**config.mk**
```make
export PLATFORM = sky130hd
export DESIGN_NAME = timer_arbiter
export DESIGN_NICKNAME = d
export VERILOG_FILES = /design/src/rtl/timer_arbiter.sv
export SDC_FILE = /design/constraint.sdc
export NUM_CORES = 1
export LEC_CHECK = 0
export BUFFER_PORTS_ARGS = -buffer_cell sky130_fd_sc_hd__buf_2
export CORE_MARGIN = 5
export CORE_UTILIZATION = 40
export DETAILED_ROUTE_END_ITERATION = 8
export HOLD_SLACK_MARGIN = 0.08
export PLACE_DENSITY_LB_ADDON = 0.1
export SETUP_SLACK_MARGIN = 0.5
export SYNTH_ARGS = -nofsm -noshare
export SYNTH_HDL_FRONTEND = slang
export SYNTH_SLANG_ARGS = --single-unit
```
**constraint.sdc**
```tcl
create_clock -name clk -period 1.5 [get_ports clk]
set_input_delay 0.075 -clock clk [delete_from_list [all_inputs] [get_ports clk]]
set_output_delay 0.075 -clock clk [all_outputs]
set_load 0.02 [all_outputs]
```
**src/rtl/timer_arbiter.sv**
```systemverilog
// -----------------------------------------------------------------------------
// timer_arbiter
//
// Shares one external flex_counter between NUM_REQ requesters. Pending requests
// are served round-robin. For the winner, the counter is cleared and loaded
// with that requester's interval length, then enabled until it rolls over.
// The winner then gets a one-cycle done pulse.
//
// Optional feature (macro TIMER_ARB_ABORT_EN):
//   If the owner drops its req while its service is in LOAD or COUNT, the
//   service is aborted. On the next cycle the state is IDLE, grant is 0,
//   cnt_clear is 1 for that cycle, and no done pulse is issued.
//   When the macro is undefined, a dropped req is ignored and the service
//   completes normally.
//
// Handshake: req[i] is a level request that the requester holds until done[i]
// pulses. grant[i] is high while requester i owns the counter (LOAD..COUNT).
// done[i] is a one-cycle pulse in the cycle after ownership ends; grant is
// already low in that cycle. A requester whose req is still high after done
// competes again from the next IDLE cycle.
//
// Ports:
//   clk, rst            clock; synchronous active-high reset
//   req                 [NUM_REQ] level requests
//   req_len             [NUM_REQ*NUM_CNT_BITS] interval length per lane
//   grant               [NUM_REQ] one-hot owner, 0 when idle
//   done                [NUM_REQ] one-cycle completion pulse
//   busy                state != IDLE
//   cnt_clear           counter clear (also forced high while rst=1)
//   cnt_enable          counter count_enable
//   cnt_rollover_val    counter rollover_val
//   cnt_rollover_flag   counter rollover_flag
//   dbg_state_o         current FSM state (IDLE=0, LOAD=1, COUNT=2, DONE=3)
// -----------------------------------------------------------------------------
module timer_arbiter #(
  parameter int NUM_REQ      = 4,
  parameter int NUM_CNT_BITS = 4
) (
  input  logic                            clk,
  input  logic                            rst,
  input  logic [NUM_REQ-1:0]              req,
  input  logic [NUM_REQ*NUM_CNT_BITS-1:0] req_len,
  output logic [NUM_REQ-1:0]              grant,
  output logic [NUM_REQ-1:0]              done,
  output logic                            busy,
  output logic                            cnt_clear,
  output logic                            cnt_enable,
  output logic [NUM_CNT_BITS-1:0]         cnt_rollover_val,
  input  logic                            cnt_rollover_flag,
  output logic [1:0]                      dbg_state_o
);

  localparam int IDX_W = (NUM_REQ > 1) ? $clog2(NUM_REQ) : 1;

  typedef enum logic [1:0] {
    S_IDLE  = 2'd0,
    S_LOAD  = 2'd1,
    S_COUNT = 2'd2,
    S_DONE  = 2'd3
  } state_e;

  state_e                  state_q, state_d;
  logic [IDX_W-1:0]        idx_q, idx_d;
  logic [NUM_CNT_BITS-1:0] len_q, len_d;
  logic [IDX_W-1:0]        ptr_q, ptr_d;
`ifdef TIMER_ARB_ABORT_EN
  logic                    abort_q, abort_d;
`endif

  logic                    arb_found;
  logic [IDX_W-1:0]        arb_idx;
  logic [NUM_CNT_BITS-1:0] arb_len;
  logic [IDX_W-1:0]        ptr_next;
  logic [NUM_REQ-1:0]      owner_oh;
  int                      arb_c;

  // Round-robin pick: first set req bit at or after ptr_q, wrapping.
  always_comb begin
    arb_found = 1'b0;
    arb_idx   = '0;
    arb_c     = 0;
    for (int k = 0; k < NUM_REQ; k++) begin
      arb_c = int'(ptr_q) + k;
      if (arb_c >= NUM_REQ) arb_c = arb_c - NUM_REQ;
      if (!arb_found && req[IDX_W'(arb_c)]) begin
        arb_found = 1'b1;
        arb_idx   = IDX_W'(arb_c);
      end
    end
  end

  // Length lane of the winner, selected with constant part-selects.
  always_comb begin
    arb_len = '0;
    for (int i = 0; i < NUM_REQ; i++) begin
      if (IDX_W'(i) == arb_idx) arb_len = req_len[i*NUM_CNT_BITS +: NUM_CNT_BITS];
    end
  end

  // Pointer moves one past the owner, so the owner has lowest priority next time.
  assign ptr_next = (idx_q == IDX_W'(NUM_REQ - 1)) ? '0 : idx_q + 1'b1;

  always_comb begin
    owner_oh        = '0;
    owner_oh[idx_q] = 1'b1;
  end

  always_comb begin
    state_d = state_q;
    idx_d   = idx_q;
    len_d   = len_q;
    ptr_d   = ptr_q;
`ifdef TIMER_ARB_ABORT_EN
    abort_d = 1'b0;
`endif
    case (state_q)
      S_IDLE: begin
        if (arb_found) begin
          state_d = S_LOAD;
          idx_d   = arb_idx;
          len_d   = arb_len;
        end
      end
      S_LOAD:  state_d = (len_q == '0) ? S_DONE : S_COUNT;
      S_COUNT: if (cnt_rollover_flag) state_d = S_DONE;
      S_DONE: begin
        state_d = S_IDLE;
        ptr_d   = ptr_next;
      end
      default: state_d = S_IDLE;
    endcase
`ifdef TIMER_ARB_ABORT_EN
    // The owner withdrawing its request wins over a coincident rollover.
    if ((state_q == S_LOAD || state_q == S_COUNT) && !req[idx_q]) begin
      state_d = S_IDLE;
      ptr_d   = ptr_next;
      abort_d = 1'b1;
    end
`endif
  end

  always_ff @(posedge clk) begin
    if (rst) begin
      state_q <= S_IDLE;
      idx_q   <= '0;
      len_q   <= '0;
      ptr_q   <= '0;
`ifdef TIMER_ARB_ABORT_EN
      abort_q <= 1'b0;
`endif
    end else begin
      state_q <= state_d;
      idx_q   <= idx_d;
      len_q   <= len_d;
      ptr_q   <= ptr_d;
`ifdef TIMER_ARB_ABORT_EN
      abort_q <= abort_d;
`endif
    end
  end

  // Moore outputs
  assign busy             = (state_q != S_IDLE);
  assign grant            = (state_q == S_LOAD || state_q == S_COUNT) ? owner_oh : '0;
  assign done             = (state_q == S_DONE) ? owner_oh : '0;
  assign cnt_enable       = (state_q == S_COUNT) && !cnt_rollover_flag;
  assign cnt_rollover_val = (state_q == S_LOAD || state_q == S_COUNT) ? len_q : '0;
  assign dbg_state_o      = state_q;
  // rst is included combinationally so the counter is flushed during reset.
  // An aborted service also flushes the counter on its IDLE cycle.
`ifdef TIMER_ARB_ABORT_EN
  assign cnt_clear = rst || (state_q == S_LOAD) || abort_q;
`else
  assign cnt_clear = rst || (state_q == S_LOAD);
`endif

endmodule

```
Yosys cells after proc, flatten, opt, wreduce, memory -nomap -nowiden
Index checks and enable logic that the tools add are counted.
{"block": "totals", "ff_bits": 10, "in_bits": 23, "out_inout_bits": 17, "word_cells": 86}
{"block": "op_classes", "addsub": 8, "order_cmp": 10, "eq_ne": 9, "n_mux": 38, "reduce_logical": 17}
{"op": "$mux 4", "n": 7}
{"op": "$mux 2", "n": 11}
{"op": "$lt 2x4->1 const B", "n": 4}
{"op": "$mux 1", "n": 14}
{"op": "$ge 3x3->1 const B", "n": 3}
{"op": "$bmux 1 s2", "n": 4}
{"op": "$pmux 2 s4", "n": 1}
{"op": "$sub 2x1->2 const B", "n": 4}
{"op": "$add 2x2->3 const B", "n": 2}
{"op": "$eq 2x2->1 const B", "n": 3}
{"op": "$logic_and 1x1->1", "n": 5}
{"op": "$eq 2x2->1 const A", "n": 2}
{"op": "$logic_not 1->1", "n": 4}
{"op": "$logic_not 2->1", "n": 2}
{"op": "$logic_not 4->1", "n": 1}
{"op": "$ne 2x2->1 const B", "n": 2}
{"op": "$reduce_and 2->1", "n": 2}
{"op": "$add 2x1->3 const B", "n": 1}
{"op": "$ge 2x3->1 const B", "n": 1}
{"op": "$lt 2x3->1 const B", "n": 1}
{"op": "$add 2x1->2 const B", "n": 1}
{"op": "$demux 1 s2", "n": 1}
{"op": "$eq 1x2->1 const A", "n": 1}
{"op": "$eq 2x1->1 const B", "n": 1}
{"op": "other kinds (3)", "n": 4}

Logic depth before layout (Yosys ltp)
Gate-level depths: netlist (run 1).
{"block": "logic_depth", "depth_word": 20, "ltp_mapped": 7, "ltp_nobuf": 7}

Worst setup path before layout (run 1)
No wires, ideal clock.
{"block": "synth_timing", "kind": "register to register", "start": "register state_q[0], in the netlist dbg_state_o[0]", "end": "register state_q[0], in the netlist dbg_state_o[0]", "setup_ps": 86, "t_arrival_ps": 1485, "required_ps": 1414, "slack_ps": -71, "path_stages_with_launch": 7, "synth_period_minus_slack_ps": 1571, "cell_sequence": "dfxtp_1 inv_1 ha_1 nor2b_1 a21oi_1 o21ai_0 a211oi_1"}
{"block": "synth_between", "elab_chain_cells": 3}
{"element": "start: declaration", "line_no": "62", "text": "state_e state_q, state_d;"}
{"element": "start signal: assignment", "line_no": "152", "text": "state_q <= state_d;"}
{"element": "$eq 2x2->1 or $logic_not 2->1 (tied branches)", "line_no": "116", "text": "case (state_q)"}
{"element": "$ne 2x2->1 (no line)"}
{"element": "$reduce_and 2->1 (no line)"}
Parallel ways exist; a longest one is shown, timed or not.
A chain may end at the register's enable or synchronous reset.

Worst setup path in the final report (run 1)
{"block": "layout_timing", "start": "register ptr_q[1]", "end": "register len_q[2]"}
{"block": "layout_between", "elab_chain_cells": 20}
{"element": "start: declaration", "line_no": "65", "text": "logic [IDX_W-1:0] ptr_q, ptr_d;"}
{"element": "start signal: assignment", "line_no": "155", "text": "ptr_q <= ptr_d;"}
{"element": "branches (longest 20 deep; another with $add 2x1->3)"}
{"element": "end signal: assignment", "line_no": "154", "text": "len_q <= len_d;"}
{"element": "end: declaration", "line_no": "64", "text": "logic [NUM_CNT_BITS-1:0] len_q, len_d;"}
Several ways; the timed one is not identified. The select of a mux whose other input is x is not followed.

==> impl_metrics.yaml, run 1 <==
floorplanning:
  ports_placed_on_the_boundary: 40
  die_h_microns: 53.9
  initial_core_util_pct: 43.2
  core_area_sq_um: 1780
  floorplan.die.width_microns: 53.9
  fp-row-count: 15
  dieArea_sq_um: 2900
worst_setup_path:
  critPathMaxStageDelay_ns: 0.38
  worst_r2r_path_depth: 6
  arrival_time_of_the_worst_setup_path_ns: 1.69
  critical_path.top_delay_family: "multiplexers"
  critPathMaxFanout: 9
  critical_path_cell_sequence: "mux2i_1 > nor2_1 > a311oi_2 > buf_6 > mux2i_1 > o221ai_2"
  slowest_cp_cell: "sky130_fd_sc_hd__dfxtp_4"
  timing.critical_path.to_type: "flop"
  worst_r2r_src: "ptr_q[1]$_SDFFE_PP0P_"
  critPathMostFrequentCell: "sky130_fd_sc_hd__mux2i_1"
  timing.critical_path.required_ns: 1.66
  type_of_origin_of_the_critical_path: "flop"
  r2r_slack_ns: -0.04
  cp.buffers_inverters: 1
  reg2reg_to: "len_q[2]$_SDFFE_PP0P_"
  timing_worst_setup_path_type: "reg -> reg"
timing:
  least_setup_slack_across_all_paths_after_layout_ns: -0.0394
  report.final.slew_viol_count: 0
  final.period_utilization_pct: 103
  setup_failing_eps_final: 3
  timing.slew.headroom_pct: 74.2
  tightestPinTransition_ns: 0.383
  hold-worst-slack_ns: 0.0969
  fin_skew_ns: 0.00561
  period_minus_slack_ns: 1.54
  max_freq_mhz: 650
  rsz_0062_raised_after_global_routing: "yes"
  finalHoldViolCount: 0
synth:
  fraction_of_synthesized_cell_area_taken_by_the_top_area_cell_type_pct: 26.0
  yosysUniqueCellTypes: 23
  avgSynthCellArea_sq_um: 8.66
  synth_area_leader: "sky130_fd_sc_hd__dfxtp_1"
  syn_area_sq_um: 771
  postSynthNetCount: 120
  synth_warnings: 0
  mapped_cells: 89
  synth.yosys.seq_area_share_pct: 26.0
  synth.ff_latch_count: 10
  synth.area.top_cells: "sky130_fd_sc_hd__dfxtp_1 26%, sky130_fd_sc_hd__mux2i_1 17%, sky130_fd_sc_hd__ha_1 13%, sky130_fd_sc_hd__and2_1 9.7%, sky130_fd_sc_hd__nor2_1 4.4%"
routing:
  dr.pass1.iters: 4
  wirelength_mm: 2.79
  postRouteAntennaNets: 0
  drc: 0
  post_detailed_route_via_to_cell_ratio: 5.31
  routed_wire_length_per_instance_microns: 16.2
  detailroute.via_count: 918
  drt_first_iter_violations: 13
clock_tree:
  post_cts_hold_buffer_count: 0
  cts-htree-levels: 1
  cts.root.buffer_cell: "sky130_fd_sc_hd__clkbuf_4"
  cts.path.max_buffers: 2
  clock-sinks: 10
  cts.clk_slew.worst_paths_ns: 0.07
  worstSkewPairLatency_ns: 0.27
  cts_buffers: 3
  cts_tree: "yes"
finish:
  utilization_pct: 82.4
  num-nets-final: 180
  drive_gt1_share_pct: 66.2
  stdcell_count: 173
  mostFrequentLayoutCell: "sky130_fd_sc_hd__buf_6"
  n_antenna_cell: 0
  nFillCells: 101
  most-common-layout-cells: "31 x sky130_fd_sc_hd__buf_6, 22 x sky130_fd_sc_hd__buf_2, 12 x sky130_fd_sc_hd__mux2i_1"
  syn_to_final_growth_pct: 90.6
hold_path:
  hold_end: "len_q[1]$_SDFFE_PP0P_"
  min_path_cells: 3
  hold_path.class: "in -> reg"
  hold_path_startpoint: "req_len[9]"
run:
  maxCapViolCount: 0
grt:
  grt_antenna_before_repair: 0
  grt.met2_usage_pct: 28.6
  grt_pass1_vias: 776
  groute.layer.met1.usage_pct: 18.0
  globalRouteOverflowTotal: 0
  grt_use_met3_pct: 2.49
  grt_use_total_pct: 16.6
  grt_max_degree: 13
  grt_most_used_layer: "met2"
  grt_first_pass_wirelength_mm: 3.36
placement:
  placed_cells_incl_taps: 153
  gp_routability_congestion: 0.795
  dp.final_hpwl_mm: 1.53
  buffer_ports.inserted: 39
outcome:
  run_status: "complete, but fails checks"
  failed_checks: "setup timing"
power_and_ir_drop:
  power_per_cell_area_nw_per_um2: 1690
  leakage_power_nw: 0.653
  max_vdd_drop_v: 0.00154
metal layers:
metal	up-vias	routed length [microns]	share of wire (%)
met1	425	990	35
li1	438	-	-
met3	10	222	7.9
met2	45	1450	52
met4	0	130	4.7
met5	-	0	0
synth_stat cells, drive strengths merged:
cell,n
mux2i,13
and2,12
dfxtp,10
nor2,9
ha,8
inv,7
a21oi,5
nand3b,4
o221ai,4
nand2b,3
buf,2
nor4,2
o21ai,2
a2111oi,1
a211oi,1
a311oi,1
clkbuf,1
nand2,1
nor2b,1
o2bb2a,1
or2,1
worst reg2reg max path: stages, from the launching register on:
cell and delay (ns):
sky130_fd_sc_hd__dfxtp_4 0.38, sky130_fd_sc_hd__mux2i_1 0.22, sky130_fd_sc_hd__nor2_1 0.07, sky130_fd_sc_hd__a311oi_2 0.21, sky130_fd_sc_hd__buf_6 0.20, sky130_fd_sc_hd__mux2i_1 0.25, sky130_fd_sc_hd__o221ai_2 0.11
worst max-delay path by stage:
stage	start	end	cells after the start
6_report	ptr_q[1]$_SDFFE_PP0P_	len_q[2]$_SDFFE_PP0P_	6
3_5_place_dp	ptr_q[1]$_SDFFE_PP0P_	len_q[2]$_SDFFE_PP0P_	6
2_1_floorplan	ptr_q[1]$_SDFFE_PP0P_	len_q[2]$_SDFFE_PP0P_	6
4_1_cts	ptr_q[1]$_SDFFE_PP0P_	len_q[2]$_SDFFE_PP0P_	6
3_3_place_gp	ptr_q[1]$_SDFFE_PP0P_	len_q[2]$_SDFFE_PP0P_	6
5_1_grt	ptr_q[1]$_SDFFE_PP0P_	len_q[2]$_SDFFE_PP0P_	6
area by class of cell:
cell class	count	area (sq um)	area share [%]
multi-input combinational	69	659	44.9
clock buffer	3	22.5	1.53
tap	25	31.3	2.13
inverter	7	36.3	2.47
clock inverter	1	3.75	0.256
sequential	10	219	14.9
timing repair buffer	58	497	33.8
cell families after synthesis:
kind of cell / after synthesis / share of synthesized area (%)
simple gates: 33 / 24.2
buf+inv: 10 / 5.52
flops: 10 / 26.0
fa+ha+maj: 8 / 13.0
mux: 13 / 16.9
compound gates: 15 / 14.4
sequential cells by signal, indices dropped and copies added (netlist names):
register,count
dbg_state_o,2
idx_q,2
len_q,4
ptr_q,2
power breakdown:
part           internal [mW]  switching (mW)  total (mW)
logic                   1.02           0.805        1.82
clock network         0.0962          0.0963       0.193
registers              0.362           0.102       0.464
through the flow:
step / power [mW] / worst slack, ns / setup TNS, ns / area [sq um]
finish: 2.48 / -0.0394 / -0.0763 / 1470
global placement: 1.41 / 0.0351 / 0 / 1060
global route: 2.62 / -0.146 / -0.442 / 1470
detailed placement: 1.43 / -0.0243 / -0.0243 / 1060
CTS: 1.95 / 0.0192 / 0 / 1290
floorplan: 1.16 / 0.0972 / 0 / 830
repair_timing:
action | CTS | global route
gates cloned | 0 | 0
pin swaps | 6 | 9
setup buffers | 6 | 10
gates resized for setup | 48 | 36
setup endpoints to repair | 25 | 27
Power figures use the tool's default switching activity.
==> inputs of run 2 (changes only) <==
--- a/config.mk
+++ b/config.mk
@@ -6,6 +6,7 @@
 export NUM_CORES = 1
 export LEC_CHECK = 0
 export BUFFER_PORTS_ARGS = -buffer_cell sky130_fd_sc_hd__buf_2
+export CORE_ASPECT_RATIO = 0.9
 export CORE_MARGIN = 5
 export CORE_UTILIZATION = 40
 export DETAILED_ROUTE_END_ITERATION = 8
==> impl_metrics.yaml, run 2 (same netlist as run 1, synthesis figures left out) <==
floorplanning:
  initial_core_util_pct: 41.1
  core_area_sq_um: 1880
  ports_placed_on_the_boundary: 40
  die_h_microns: 51.6
  floorplan.die.width_microns: 56.3
  dieArea_sq_um: 2910
  fp-row-count: 15
grt:
  groute.layer.met1.usage_pct: 18.0
  grt_use_total_pct: 16.1
  grt_use_met3_pct: 4.71
  globalRouteOverflowTotal: 0
  grt_pass1_vias: 870
  grt_max_degree: 13
  grt_first_pass_wirelength_mm: 3.77
  grt_most_used_layer: "met2"
  grt.met2_usage_pct: 29.6
  grt_antenna_before_repair: 0
clock_tree:
  worstSkewPairLatency_ns: 0.26
  cts_tree: "yes"
  cts.root.buffer_cell: "sky130_fd_sc_hd__clkbuf_4"
  cts_buffers: 3
  cts-htree-levels: 1
  clock-sinks: 10
  cts.clk_slew.worst_paths_ns: 0.07
  cts.path.max_buffers: 2
  post_cts_hold_buffer_count: 0
timing:
  finalHoldViolCount: 0
  rsz_0062_raised_after_global_routing: "yes"
  tightestPinTransition_ns: 0.368
  timing.slew.headroom_pct: 75.2
  least_setup_slack_across_all_paths_after_layout_ns: -0.0319
  setup_failing_eps_final: 3
  report.final.slew_viol_count: 0
  final.period_utilization_pct: 102
  fin_skew_ns: 0.00479
  max_freq_mhz: 653
  timing.setup.tns_ns: -0.0460
  period_minus_slack_ns: 1.53
worst_setup_path:
  slowest_cp_cell: "sky130_fd_sc_hd__dfxtp_4"
  critPathMaxStageDelay_ns: 0.38
  critPathMaxFanout: 9
  timing.critical_path.required_ns: 1.64
  arrival_time_of_the_worst_setup_path_ns: 1.68
  type_of_origin_of_the_critical_path: "flop"
  timing_worst_setup_path_type: "reg -> reg"
  critical_path_cell_sequence: "mux2i_1 > nor2_1 > a311oi_2 > buf_6 > mux2i_2 > o221ai_2"
  timing.critical_path.to_type: "flop"
outcome:
  failed_checks: "setup timing"
  run_status: "complete, but fails checks"
finish:
  n_antenna_cell: 0
  syn_to_final_growth_pct: 80.7
  drive_gt1_share_pct: 61.1
  largest_register_ff_count: 4
  num-nets-final: 176
  most-common-layout-cells: "27 x sky130_fd_sc_hd__buf_6, 23 x sky130_fd_sc_hd__buf_2, 12 x sky130_fd_sc_hd__and2_4, 12 x sky130_fd_sc_hd__mux2i_1, 9 x sky130_fd_sc_hd__nor2_1"
  mostFrequentLayoutCell: "sky130_fd_sc_hd__buf_6"
  stdcell_count: 169
  final_area_sq_um: 1390
  largest-register: "len_q"
placement:
  gp_routability_congestion: 0.733
  placed_cells_incl_taps: 153
  buffer_ports.inserted: 39
  dp.final_hpwl_mm: 1.58
  placedInstanceArea_sq_um: 1060
power_and_ir_drop:
  combPwrFrac_pct: 72.3
  switching_share_pct: 40.2
  clockPowerShare_pct: 8.3
  net-switching-power_mw: 0.912
  p_seq_share_pct: 19.3
  max_vdd_drop_v: 0.00125
  leakage_power_nw: 0.631
  post_route_total_power_mw: 2.27
  power_per_cell_area_nw_per_um2: 1630
  cell_internal_pwr_mw: 1.35
run:
  maxCapViolCount: 0
routing:
  drt_first_iter_violations: 10
  dr.pass1.iters: 4
  postRouteAntennaNets: 0
  drc: 0
  routed_wire_length_per_instance_microns: 13.6
  post_detailed_route_via_to_cell_ratio: 4.99
  detailroute.via_count: 844
  wirelength_mm: 2.30
hold_path:
  hold_path.class: "in -> reg"
[run 2: cell types whose count changed in the layout (fill, tap and decap cells not counted), moves of 2 or more]
cell / change
sky130_fd_sc_hd__buf_6: -4
sky130_fd_sc_hd__ha_1: +3
sky130_fd_sc_hd__and2_2: -2
sky130_fd_sc_hd__and2_4: +2
sky130_fd_sc_hd__dfxtp_2: +2
sky130_fd_sc_hd__dfxtp_4: -2
sky130_fd_sc_hd__ha_2: -2
sky130_fd_sc_hd__inv_1: +2
[run 2: stage by stage]
step | setup slack [ns] | util (%) | hold WS (ns)
2_1_floorplan | 0.0972 | - | 0.187
3_3_place_gp | 0.0372 | 56.6 | 0.360
3_5_place_dp | -0.0846 | 56.6 | 0.368
4_1_cts | -0.0479 | 71.8 | 0.0934
5_1_grt | -0.131 | 74.2 | 0.0944
6_report | -0.0319 | 74.2 | 0.0978
[run 2: worst paths after layout]
kind                                            start               endpoint  slack, ns  cells past startpoint
worst max-delay path            ptr_q[1]$_SDFFE_PP0P_  len_q[2]$_SDFFE_PP0P_      -0.03                      6
worst min-delay path                      req_len[10]  len_q[2]$_SDFFE_PP0P_        0.1                      3
worst max register to register  ptr_q[1]$_SDFFE_PP0P_  len_q[2]$_SDFFE_PP0P_      -0.03                      6
worst min register to register  len_q[0]$_SDFFE_PP0P_  len_q[0]$_SDFFE_PP0P_       0.53                      2
[run 2: repair_timing]
| item | CTS | global route |
|---|---|---|
| gates resized for setup | 63 | 7 |
| cloned | 0 | 0 |
| setup buffers | 9 | 3 |
| pin swaps | 4 | 5 |
| setup endpoints to repair | 25 | 27 |
[run 2: area by class of cell]
class,count,area [sq um]
fill,141,484
tap,25,31.3
multi-input combinational,69,641
timing repair buffer,54,449
clock inverter,1,3.75
clock buffer,3,22.5
sequential,10,214
inverter,7,31.3
[run 2: metal layers]
layer  vias up  share of wire, %
met2        35                49
met4         0               1.5
met5         -                 0
met3         4               6.0
li1        423                 -
met1       382                44
[run 2: worst max-delay path, delay by kind of cell (launching register included)]
family	cells	cell delay [ns]
mux	2	0.44
flops	1	0.38
compound gates	2	0.33
buf+inv	1	0.20
simple gates	1	0.06
[run 2: power by group through the flow]
stage | Sequential [mW] | Clock, mW | Combinational, mW
4_1_cts | 0.437 | 0.194 | 1.53
5_1_grt | 0.452 | 0.216 | 1.76
3_5_place_dp | 0.453 | 0 | 0.983
3_3_place_gp | 0.452 | 0 | 0.964
2_1_floorplan | 0.462 | 0 | 0.695
6_report | 0.438 | 0.189 | 1.64
